## src/rtl/btn_pkg.sv

```systemverilog
// Shared state encoding and sizing helper for the button event controller.
package btn_pkg;

    typedef enum logic [1:0] {
        ST_IDLE    = 2'd0,
        ST_PRESSED = 2'd1,
        ST_HELD    = 2'd2
    } btn_state_t;

    function automatic int max_int(input int a, input int b);
        return (a > b) ? a : b;
    endfunction

endpackage

```

## src/rtl/button_event_ctrl.sv

```systemverilog
// Turns a debounced button level into press/release/long/repeat strobes,
// a held level and a wrapping press counter; all outputs registered.
module button_event_ctrl
    import btn_pkg::*;
#(
    parameter int LONG_CYCLES   = 100_000_000,
    parameter int REPEAT_CYCLES = 20_000_000
) (
    input  logic        clk,
    input  logic        reset_n,
    input  logic        btn_in,
    input  logic        repeat_en,
    output logic        press_pulse,
    output logic        release_pulse,
    output logic        long_pulse,
    output logic        repeat_pulse,
    output logic        held,
    output logic [15:0] press_count
);

    localparam int CW = $clog2(max_int(LONG_CYCLES, REPEAT_CYCLES));
    localparam logic [CW-1:0] LONG_TC = CW'(LONG_CYCLES - 1);
    localparam logic [CW-1:0] REP_TC  = CW'(REPEAT_CYCLES - 1);

    btn_state_t    r_state, w_state;
    logic [CW-1:0] r_cnt, w_cnt;
    logic          r_press, r_rel, r_long, r_rep, r_held;
    logic          w_press, w_rel, w_long, w_rep, w_held;
    logic [15:0]   r_count, w_count;

    always_ff @(posedge clk) begin
        if (!reset_n) begin
            r_state <= ST_IDLE;
            r_cnt   <= '0;
            r_press <= 1'b0;
            r_rel   <= 1'b0;
            r_long  <= 1'b0;
            r_rep   <= 1'b0;
            r_held  <= 1'b0;
            r_count <= '0;
        end else begin
            r_state <= w_state;
            r_cnt   <= w_cnt;
            r_press <= w_press;
            r_rel   <= w_rel;
            r_long  <= w_long;
            r_rep   <= w_rep;
            r_held  <= w_held;
            r_count <= w_count;
        end
    end

    // Release is tested first so it beats a terminal count on the same edge.
    always_comb begin
        w_state = r_state;
        w_cnt   = r_cnt;
        w_press = 1'b0;
        w_rel   = 1'b0;
        w_long  = 1'b0;
        w_rep   = 1'b0;
        w_count = r_count;
        case (r_state)
            ST_IDLE: begin
                if (btn_in) begin
                    w_state = ST_PRESSED;
                    w_cnt   = '0;
                    w_press = 1'b1;
                    w_count = r_count + 16'd1;
                end
            end
            ST_PRESSED: begin
                if (!btn_in) begin
                    w_state = ST_IDLE;
                    w_cnt   = '0;
                    w_rel   = 1'b1;
                end else if (r_cnt == LONG_TC) begin
                    w_state = ST_HELD;
                    w_cnt   = '0;
                    w_long  = 1'b1;
                end else begin
                    w_cnt = r_cnt + CW'(1);
                end
            end
            ST_HELD: begin
                if (!btn_in) begin
                    w_state = ST_IDLE;
                    w_cnt   = '0;
                    w_rel   = 1'b1;
                end else if (!repeat_en) begin
                    w_cnt = '0;
                end else if (r_cnt == REP_TC) begin
                    w_cnt = '0;
                    w_rep = 1'b1;
                end else begin
                    w_cnt = r_cnt + CW'(1);
                end
            end
            default: begin
                w_state = ST_IDLE;
                w_cnt   = '0;
            end
        endcase
        w_held = (w_state != ST_IDLE);
    end

    assign press_pulse   = r_press;
    assign release_pulse = r_rel;
    assign long_pulse    = r_long;
    assign repeat_pulse  = r_rep;
    assign held          = r_held;
    assign press_count   = r_count;

endmodule

```

## config.mk

```make
export PLATFORM = sky130hd
export DESIGN_NAME = button_event_ctrl
export DESIGN_NICKNAME = d
export VERILOG_FILES = /design/src/rtl/btn_pkg.sv /design/src/rtl/button_event_ctrl.sv
export SDC_FILE = /design/constraint.sdc
export NUM_CORES = 1
export LEC_CHECK = 0
export ABC_AREA = 0
export CELL_PAD_IN_SITES_DETAIL_PLACEMENT = 1
export CELL_PAD_IN_SITES_GLOBAL_PLACEMENT = 2
export CORE_MARGIN = 2
export CORE_UTILIZATION = 34
export DETAILED_ROUTE_END_ITERATION = 8
export PLACE_DENSITY = 0.8
export SYNTH_ARGS = -nofsm -noshare
export SYNTH_HDL_FRONTEND = slang
export SYNTH_SLANG_ARGS = --single-unit
```

## constraint.sdc

```tcl
create_clock -name clk -period 2.6 [get_ports clk]
set_input_delay 0.78 -clock clk [delete_from_list [all_inputs] [get_ports clk]]
set_output_delay 0.78 -clock clk [all_outputs]
set_load 0.02 [all_outputs]
```

---- Yosys cells after proc, flatten, opt, wreduce, memory -nomap -nowiden ----
Cells that the tools add are included.
Widths: inputs -> output; s select.
storage, ports and cells
  flip-flop bits (word level) ............. 50
  logic and storage cells ................. 39
cells by class
  add/subtract/negate cells ............... 2
  equality and inequality tests ........... 5
  muxes and demuxes ....................... 16
  reduce and logical (&&, ||, !) cells .... 8
operators with widths
  operator               count
  $mux 27                6
  $pmux 27 s3            1
  $add 27x1->27 const B  1
  $eq 27x25->1 const B   1
  $eq 27x27->1 const B   1
  $add 16x1->16 const B  1
  $mux 2                 4
  $pmux 2 s3             1
  $reduce_and 2->1       3
  $mux 1                 4
  $reduce_and 4->1       1
  $reduce_and 3->1       1
  $eq 2x1->1 const B     1
  $eq 2x2->1 const B     1
  $logic_not 2->1        1
  $ne 2x2->1 const B     1
  $reduce_bool 2->1      1
  $reduce_or 2->1        1

---- Depth between registers and ports, before layout ----
Gate-level depths: netlist of the first run.
  word-level depth ........................ 5
  gate-level depth with buffers ........... 10
  gate-level depth less buffers ........... 8

---- Least setup slack after synthesis of the first run ----
No wires, ideal clock.
  kind .................................... register to register
  start ................................... reg r_cnt[0]
  end ..................................... reg r_cnt[21]
  library setup time ...................... 0.122 ns
  arrival time ............................ 2.024 ns
  required time ........................... 2.478 ns
  slack ................................... 0.454 ns
  stages on the path, launching flop included .. 10
  path buffers ............................ 2
  period minus slack after synthesis ...... 2.146 ns
  cells stage by stage .................... dfxtp_1 -> ha_1 -> and3_1 -> buf_2 -> nand2_1 -> o41ai_1 -> a21oi_1 -> buf_6 -> and3_1 -> a221o_1
on the way
  longest elaborated chain between the ends .. 5
RTL lines
  what                                                  line                                                                       RTL
  start, declared                                       button_event_ctrl.sv:26                                                    logic [CW-1:0] r_cnt, w_cnt;
  start signal, assigned                                button_event_ctrl.sv:43                                                    r_cnt <= w_cnt;
  $add 27x1->27 / $eq 27x25->1 (equally long branches)  button_event_ctrl.sv:81, button_event_ctrl.sv:95, button_event_ctrl.sv:91
  $mux 27                                               button_event_ctrl.sv:91                                                    end else if (r_cnt == REP_TC) begin
  $mux 27                                               button_event_ctrl.sv:89                                                    end else if (!repeat_en) begin
  $mux 27                                               button_event_ctrl.sv:85                                                    if (!btn_in) begin
  $pmux 27 s3 (*)                                       button_event_ctrl.sv:62                                                    case (r_state)
Every way passes the cells marked *; elsewhere a longest branch is shown, timed or not.
A chain may end at the register's enable or synchronous reset.

---- Worst setup path after layout of the first run ----
Ends and elaborated chain as after synthesis.

==> results.md, run 1 <==
* Syn Area/Cell at 8.25 µm²
* Drt via density at 5.29
* Root Driver: clkbuf_8
* WL per Instance at 14.3 µm
* Largest family of logic cells by synthesized area: simple AND/OR/NAND/NOR gates
* Psw at 0.322 mW
* Complex-gate fraction of the synthesized area at 17.3%
* Setup bufs post-CTS at 0
* Final WS setup at 0.236 ns
* Post-synth EDFFs at 0
* Worst-path clk slew at 0.10 ns
* Total track usage at 16.3%
* TritonCTS Buffers at 5
* Outcome: finished, final reports clean
* Initial antenna violation count at 0
* Syn Inst Count at 300
* Setup Viol. Count Final at 0
* Clk buf depth at 2
* Final Hold Fails at 0
* Worst path arrival time at 2.56 ns
* First-pass GRT wire length at 10,200 µm
* Post-Synth Adder-Cell Area at 3.03%
* Worst slew pin tran at 0.482 ns
* Worst vdd ir at 197 µV
* Post-CTS Hold Buffers at 0
* Initial Utilization at 34.7%
* Total routed wirelength at 6130 µm
* Pin count of the biggest net entering global routing at 32
* Area Overhead vs Synth at 22.5%
* Clock power frac at 43.9%
* Die width at 89.3 µm
* CTS H-Tree Depth at 2
* DRC Markers at 0
* Switching fraction of total power at 20.9%
* XOR/XNOR Fraction of Synth Area at 4.96%
* Share of cells above drive strength 1 at 8.76%
* Mapped Nets at 310
* 1st-iter DRT viols at 77
* Synthesized flop and latch total at 50
* Input/output buffers at 24
* Ports at 25
* Register area share after synthesis at 40.5%
* R2R setup slack at 0.24 ns
* Sequential fraction of design power at 50.6%
* Max_slew headroom at 67.5%
* Layout Skew at 0.00938 ns
* Synth Cell Area at 2470 µm²
* Async set or reset register ratio after synthesis at 0%
* Required @ worst endpoint at 2.80 ns
* Final Cycle Share at 90.9%
* RSZ-0062 raised after global routing: false
* CTS tree: built
* First-pass DRT Iterations at 4
* CP top delay family: compound AO/OA/AOI/OAI gates
* Max-cap violation count at 0
* Pins Over Slew Limit at 0
* Hold Path Class: reg -> reg
* Die area at 7970 µm²
* FP Rows at 31
* CP cell instances: ha_1 > and3_1 > nand2_1 > o41ai_1 > a21oi_2 > buf_12 > and3_1 > a221o_1
* Grt ovf at 0
* Vias in the first global route at 2,081
* Startpoint Class: register
* PwrDens at 510 nW/µm²
* Setup CP Type: reg -> reg
* LEAKAGE at 1.06 nW
* Worst path slowest cell: o41ai_1
* Antenna cells at 0
* Cts repair resizes at 0
* Post-DP HPWL at 4460 µm
* Vias after detailed routing at 2,273
* Clock period minus worst slack at 2.36 ns
* Net count, final at 340
* Placeable Area at 7140 µm²
* CP peak stage delay at 0.56 ns
* CP bufs+invs at 1
* Setup TNS Final at 0 ns
* RD Place Congestion at 0.779
* Fin Hold WS at 0.507 ns
* CP Capture Type: register
* Post-detailed-route count of antenna-violating nets at 0
* Chip height at 89.3 µm
* # clock sinks at 50
* DP Worst Slack at -0.0564 ns
* Post-synthesis cell type count at 42
* Critical path fanouts, max at 31
* Max Freq at 0.423 GHz
* Simple-gate share of the synthesized area at 30.0%
* Power Internal at 1.22 mW
* Number of synthesis warnings at 0
* Most used DFF post-synth: dfxtp_1
* Combinational share of power at 5.5%
* Mux cell area share after synthesis at 0%
* Clock insertion delay at the later pin of the skew report at 0.31 ns
* Critical Path Most Common Cell: and3_1
## synth_stat cells, types with 3 or more instances
master / count / area share (%)
clkbuf_1: 9 / 1.4
a21oi_1: 18 / 3.6
nand2_1: 37 / 5.6
nand2b_1: 6 / 1.5
xnor2_1: 10 / 3.5
a21o_1: 3 / 0.91
xor2_1: 4 / 1.4
or3_1: 8 / 2.0
nand4_1: 8 / 2.0
and3_1: 9 / 2.3
dfxtp_1: 50 / 40
ha_1: 6 / 3.0
nor3_1: 5 / 1.0
and2_1: 13 / 3.3
o21ai_1: 3 / 0.61
inv_1: 6 / 0.91
and4_1: 7 / 2.5
a21boi_0: 5 / 1.5
o21ai_0: 12 / 2.4
nor2_1: 16 / 2.4
buf_2: 4 / 0.81
nand3_1: 19 / 3.8
a31oi_1: 18 / 4.6
## power by group through the flow
stage               combinational (mW)  sequential (mW)  clock, mW
finish                          0.0850            0.781      0.677
global route                    0.0939            0.783      0.728
CTS                             0.0863            0.781      0.698
detailed placement              0.0857            0.799          0
global placement                0.0850            0.799          0
floorplan                       0.0408            0.805          0
## layout make-up
type | instances | area [µm²]
clock buffer | 6 | 82.6
fill | 896 | 4110
timing repair buffer | 39 | 365
sequential | 50 | 1000
multi-input combinational | 228 | 1370
inverter | 6 | 22.5
tap | 99 | 124
clock inverter | 2 | 60.1
## sequential cells by signal, summed over array words and instances (netlist names)
name           flops
repeat_pulse       1
r_cnt             27
held               1
r_state            2
long_pulse         1
press_count       16
press_pulse        1
release_pulse      1
## worst reg2reg max path: cells and delay by family (launching register included)
| kind | cells | cell delay (ns) |
|---|---|---|
| AOI/OAI and AO/OA | 3 | 0.95 |
| adders and majority gates | 1 | 0.20 |
| buffers and inverters | 1 | 0.20 |
| DFF | 1 | 0.40 |
| and+or+nand+nor | 3 | 0.52 |
## routing by layer
layer	wire, µm	track usage, %	share of wire, %
met1	3150	23.3	51
met2	2740	25.4	45
met3	175	3.05	2.9
met4	69	4.07	1.1
met5	0	0	0
## layout by cell type, fill, tap and decap left out, types with 3 or more instances in the layout
| cell type | count |
|---|---|
| ha_1 | 6 |
| xnor2_1 | 10 |
| a21oi_1 | 17 |
| a21o_1 | 3 |
| clkdlybuf4s50_1 | 24 |
| and4_1 | 7 |
| nand2b_1 | 6 |
| nor3_1 | 5 |
| and2_1 | 13 |
| a31oi_1 | 18 |
| clkbuf_8 | 6 |
| buf_4 | 14 |
| nand4_1 | 8 |
| or3_1 | 8 |
| inv_1 | 6 |
| nor2_1 | 16 |
| o21ai_0 | 12 |
| nand2_1 | 37 |
| xor2_1 | 4 |
| o21ai_1 | 3 |
| dfxtp_1 | 50 |
| and3_1 | 9 |
| a21boi_0 | 5 |
| nand3_1 | 19 |
## kinds of logic after synthesis
group           count (synthesis)
simple gates                  139
compound gates                 69
fa+ha+maj                       6
flops                          50
xor+xnor                       14
buf+inv                        22
## final timing paths
check,startpoint,cells past startpoint,to
setup reg to reg,r_cnt[0],8,r_cnt[21]
setup / recovery,r_cnt[0],8,r_cnt[21]
hold / removal,r_cnt[19],2,r_cnt[19]
hold reg to reg,r_cnt[19],2,r_cnt[19]
## stage by stage
step	utilization, %	power [mW]	std cells	cell area (µm²)
2_1_floorplan	-	0.846	300	2470
3_5_place_dp	40.4	0.885	422	2890
3_3_place_gp	40.4	0.884	422	2890
4_1_cts	42.4	1.57	430	3030
5_1_grt	42.4	1.60	430	3030
6_report	42.4	1.54	430	3030
No activity file was read; power rests on OpenSTA's default activity.
==> run 2: changes to the inputs <==
--- a/config.mk
+++ b/config.mk
@@ -6,6 +6,7 @@
 export NUM_CORES = 1
 export LEC_CHECK = 0
 export ABC_AREA = 0
+export ABC_CLOCK_PERIOD_IN_PS = 2600
 export CELL_PAD_IN_SITES_DETAIL_PLACEMENT = 1
 export CELL_PAD_IN_SITES_GLOBAL_PLACEMENT = 2
 export CORE_MARGIN = 2
==> constraint.sdc (replaced) <==
create_clock -name clk -period 2.6 [get_ports clk]
set_input_delay 0.78 -clock clk [delete_from_list [all_inputs] [get_ports clk]]
set_output_delay 0.78 -clock clk [all_outputs]
set_load 0.1 [all_outputs]
==> run 2 against run 1 <==
Effect of this change:
- first-iteration DRC count is 40% lower
- die area stayed put
- power is 5.3% lower
- global-route usage is 0.22 points higher
- register-to-register slack better by 0.02 ns
- critical path type is now in -> reg
- critical endpoint is now r_cnt[7]
- highest routed layer unchanged
==> results.md, run 2 (synthesis results as in run 1) <==
* Vias after detailed routing at 2,288 (was 2,273)
* Fillers at 903 (was 896)
* First-pass GRT wire length at 10,400 µm (was 10,200 µm)
* Vias in the first global route at 2,172 (was 2,081)
* Share of cells above drive strength 1 at 15.1% (was 8.76%)
* Area Overhead vs Synth at 19.0% (was 22.5%)
* Storage element area at 1000 µm² (unchanged)
* Worst slew pin tran at 0.463 ns (was 0.482 ns)
* R2R setup slack at 0.26 ns (was 0.24 ns)
* Area occupied by multi-input gates at 1370 µm² (unchanged)
* Initial antenna violation count at 0 (unchanged)
* Grt ovf at 0 (unchanged)
* Total routed wirelength at 6200 µm (was 6130 µm)
* Critical path fanouts, max at 32 (was 31)
* Hold Path Class: reg -> reg (unchanged)
* PwrDens at 497 nW/µm² (was 510 nW/µm²)
* Commonest non-fill, non-tap cell in the layout: dfxtp_1 (unchanged)
* Die width at 89.3 µm (unchanged)
* Startpoint Class: primary input (was register)
* Worst path arrival time at 2.59 ns (was 2.56 ns)
* Max_slew headroom at 68.8% (was 67.5%)
* Max Freq at 0.427 GHz (was 0.423 GHz)
* Layout Skew at 0.00897 ns (was 0.00938 ns)
* CP top delay family: buffers and inverters (was compound AO/OA/AOI/OAI gates)
* Setup bufs post-CTS at 0 (unchanged)
* RD Place Congestion at 0.774 (was 0.779)
* Fin Hold WS at 0.504 ns (was 0.507 ns)
* Post-CTS Hold Buffers at 0 (unchanged)
* 1st-iter DRT viols at 46 (was 77)
* Pwr Total at 1.46 mW (was 1.54 mW)
* Root Driver: clkbuf_8 (unchanged)
* TritonCTS Buffers at 5 (unchanged)
* FP Rows at 31 (unchanged)
* Antenna cells at 0 (unchanged)
* Hold depth at 1 (was 2)
* Worst vdd ir at 186 µV (was 197 µV)
* CTS tree: built (unchanged)
* Pin count of the biggest net entering global routing at 33 (was 32)
* Clock period minus worst slack at 2.34 ns (was 2.36 ns)
* Required @ worst endpoint at 2.85 ns (was 2.80 ns)
* LEAKAGE at 1.09 nW (was 1.06 nW)
* Post-DP HPWL at 4450 µm (was 4460 µm)
* # clock sinks at 50 (unchanged)
* Outcome: finished, final reports clean (unchanged)
* CP Capture Type: register (unchanged)
* R2R depth at 8 (unchanged)
* WL per Instance at 14.4 µm (was 14.3 µm)
* Final Util at 41.2% (was 42.4%)
* Initial Utilization at 34.7% (unchanged)
* Max-cap violation count at 0 (unchanged)
* Reg-to-Reg Start: r_cnt[0] (unchanged)
* Placeable Area at 7140 µm² (unchanged)
* Clk buf depth at 2 (unchanged)
* Most flop-heavy register: r_cnt (unchanged)
* Max FFs per register at 27 (unchanged)
* Hold_sp: r_cnt[2] (was r_cnt[19])
* Post-detailed-route count of antenna-violating nets at 0 (unchanged)
* Ports at 25 (unchanged)
* Pins Over Slew Limit at 0 (unchanged)
* Setup Viol. Count Final at 0 (unchanged)
* Worst-path clk slew at 0.10 ns (about the same)
* Input/output buffers at 24 (unchanged)
* Cts repair resizes at 0 (unchanged)
* RR Endpoint: r_cnt[18] (was r_cnt[21])
* Final Cycle Share at 90.2% (was 90.9%)
* Setup CP Type: in -> reg (was reg -> reg)
* Most frequent cells in the layout: 50 x dfxtp_1, 37 x nand2_1, 35 x buf_4 (was 50 x dfxtp_1, 37 x nand2_1, 24 x clkdlybuf4s50_1)
* RSZ-0062 raised after global routing: false (unchanged)
* Cell Count, Final, Fillers Out at 430 (unchanged)
* Chip height at 89.3 µm (unchanged)
* CP peak stage delay at 0.57 ns (was 0.56 ns)
* Drt via density at 5.32 (was 5.29)
* First-pass DRT Iterations at 4 (unchanged)
* Die area at 7970 µm² (unchanged)
* Setup TNS Final at 0 ns (unchanged)
* Final Hold Fails at 0 (unchanged)
* CP cell instances: clkdlybuf4s50_1 > buf_4 > and2_1 > o41ai_1 > a21oi_2 > buf_12 > or2b_1 > a31oi_1 (was ha_1 > and3_1 > nand2_1 > o41ai_1 > a21oi_2 > buf_12 > and3_1 > a221o_1)
* Total track usage at 16.5% (was 16.3%)
* Placed cell count at 422 (unchanged)
* CP bufs+invs at 3 (was 1)
* Net count, final at 340 (unchanged)
* Clock insertion delay at the later pin of the skew report at 0.31 ns (about the same)
* Worst path slowest cell: clkdlybuf4s50_1 (was o41ai_1)
* DRC Markers at 0 (unchanged)
* Hold EP: r_cnt[2] (was r_cnt[19])
* CTS H-Tree Depth at 2 (unchanged)
run 2: changes by cell type in the layout (fill, tap and decap cells not counted):
cell / previous run / this run
bufinv_16: 2 / 1
clkdlybuf4s50_1: 24 / 3
buf_4: 14 / 35
clkbuf_8: 6 / 5
clkinv_2: 0 / 2
run 2: layout make-up:
| type | count | share of cell area (%) |
|---|---|---|
| multi-input combinational | 228 | 46.7 |
| sequential | 50 | 34.0 |
| timing repair buffer | 39 | 10.6 |
| clock inverter | 3 | 1.36 |
| tap | 99 | 4.21 |
| inverter | 6 | 0.765 |
| clock buffer | 5 | 2.34 |
run 2: how the worst max path moves through the flow:
stage	start	to	cells after the start
6_report	btn_in	r_cnt[7]	8
5_1_grt	btn_in	press_count[15]	7
4_1_cts	r_cnt[0]	r_cnt[18]	8
3_5_place_dp	btn_in	press_count[15]	7
3_3_place_gp	btn_in	press_count[14]	7
2_1_floorplan	press_count[0]	press_count[14]	7
run 2: routing by layer:
layer	wire, µm	vias to the layer above	GRT usage [%]
met5	0	-	0
li1	-	1139	-
met1	3120	1114	22.5
met3	165	8	2.49
met4	53	0	4.48
met2	2860	27	27.3
run 2: power breakdown:
group | internal [mW] | switching, mW
registers | 0.773 | 0.00766
clock network | 0.284 | 0.276
logic | 0.0355 | 0.0853
total | 1.09 | 0.369
run 2: metrics by stage:
stage / instance area [µm²] / setup WS, ns
4_1_cts: 2940 / 0.250
2_1_floorplan: 2470 / 0.110
3_3_place_gp: 2830 / 0.00173
3_5_place_dp: 2830 / -0.0657
5_1_grt: 2940 / 0.113
6_report: 2940 / 0.256
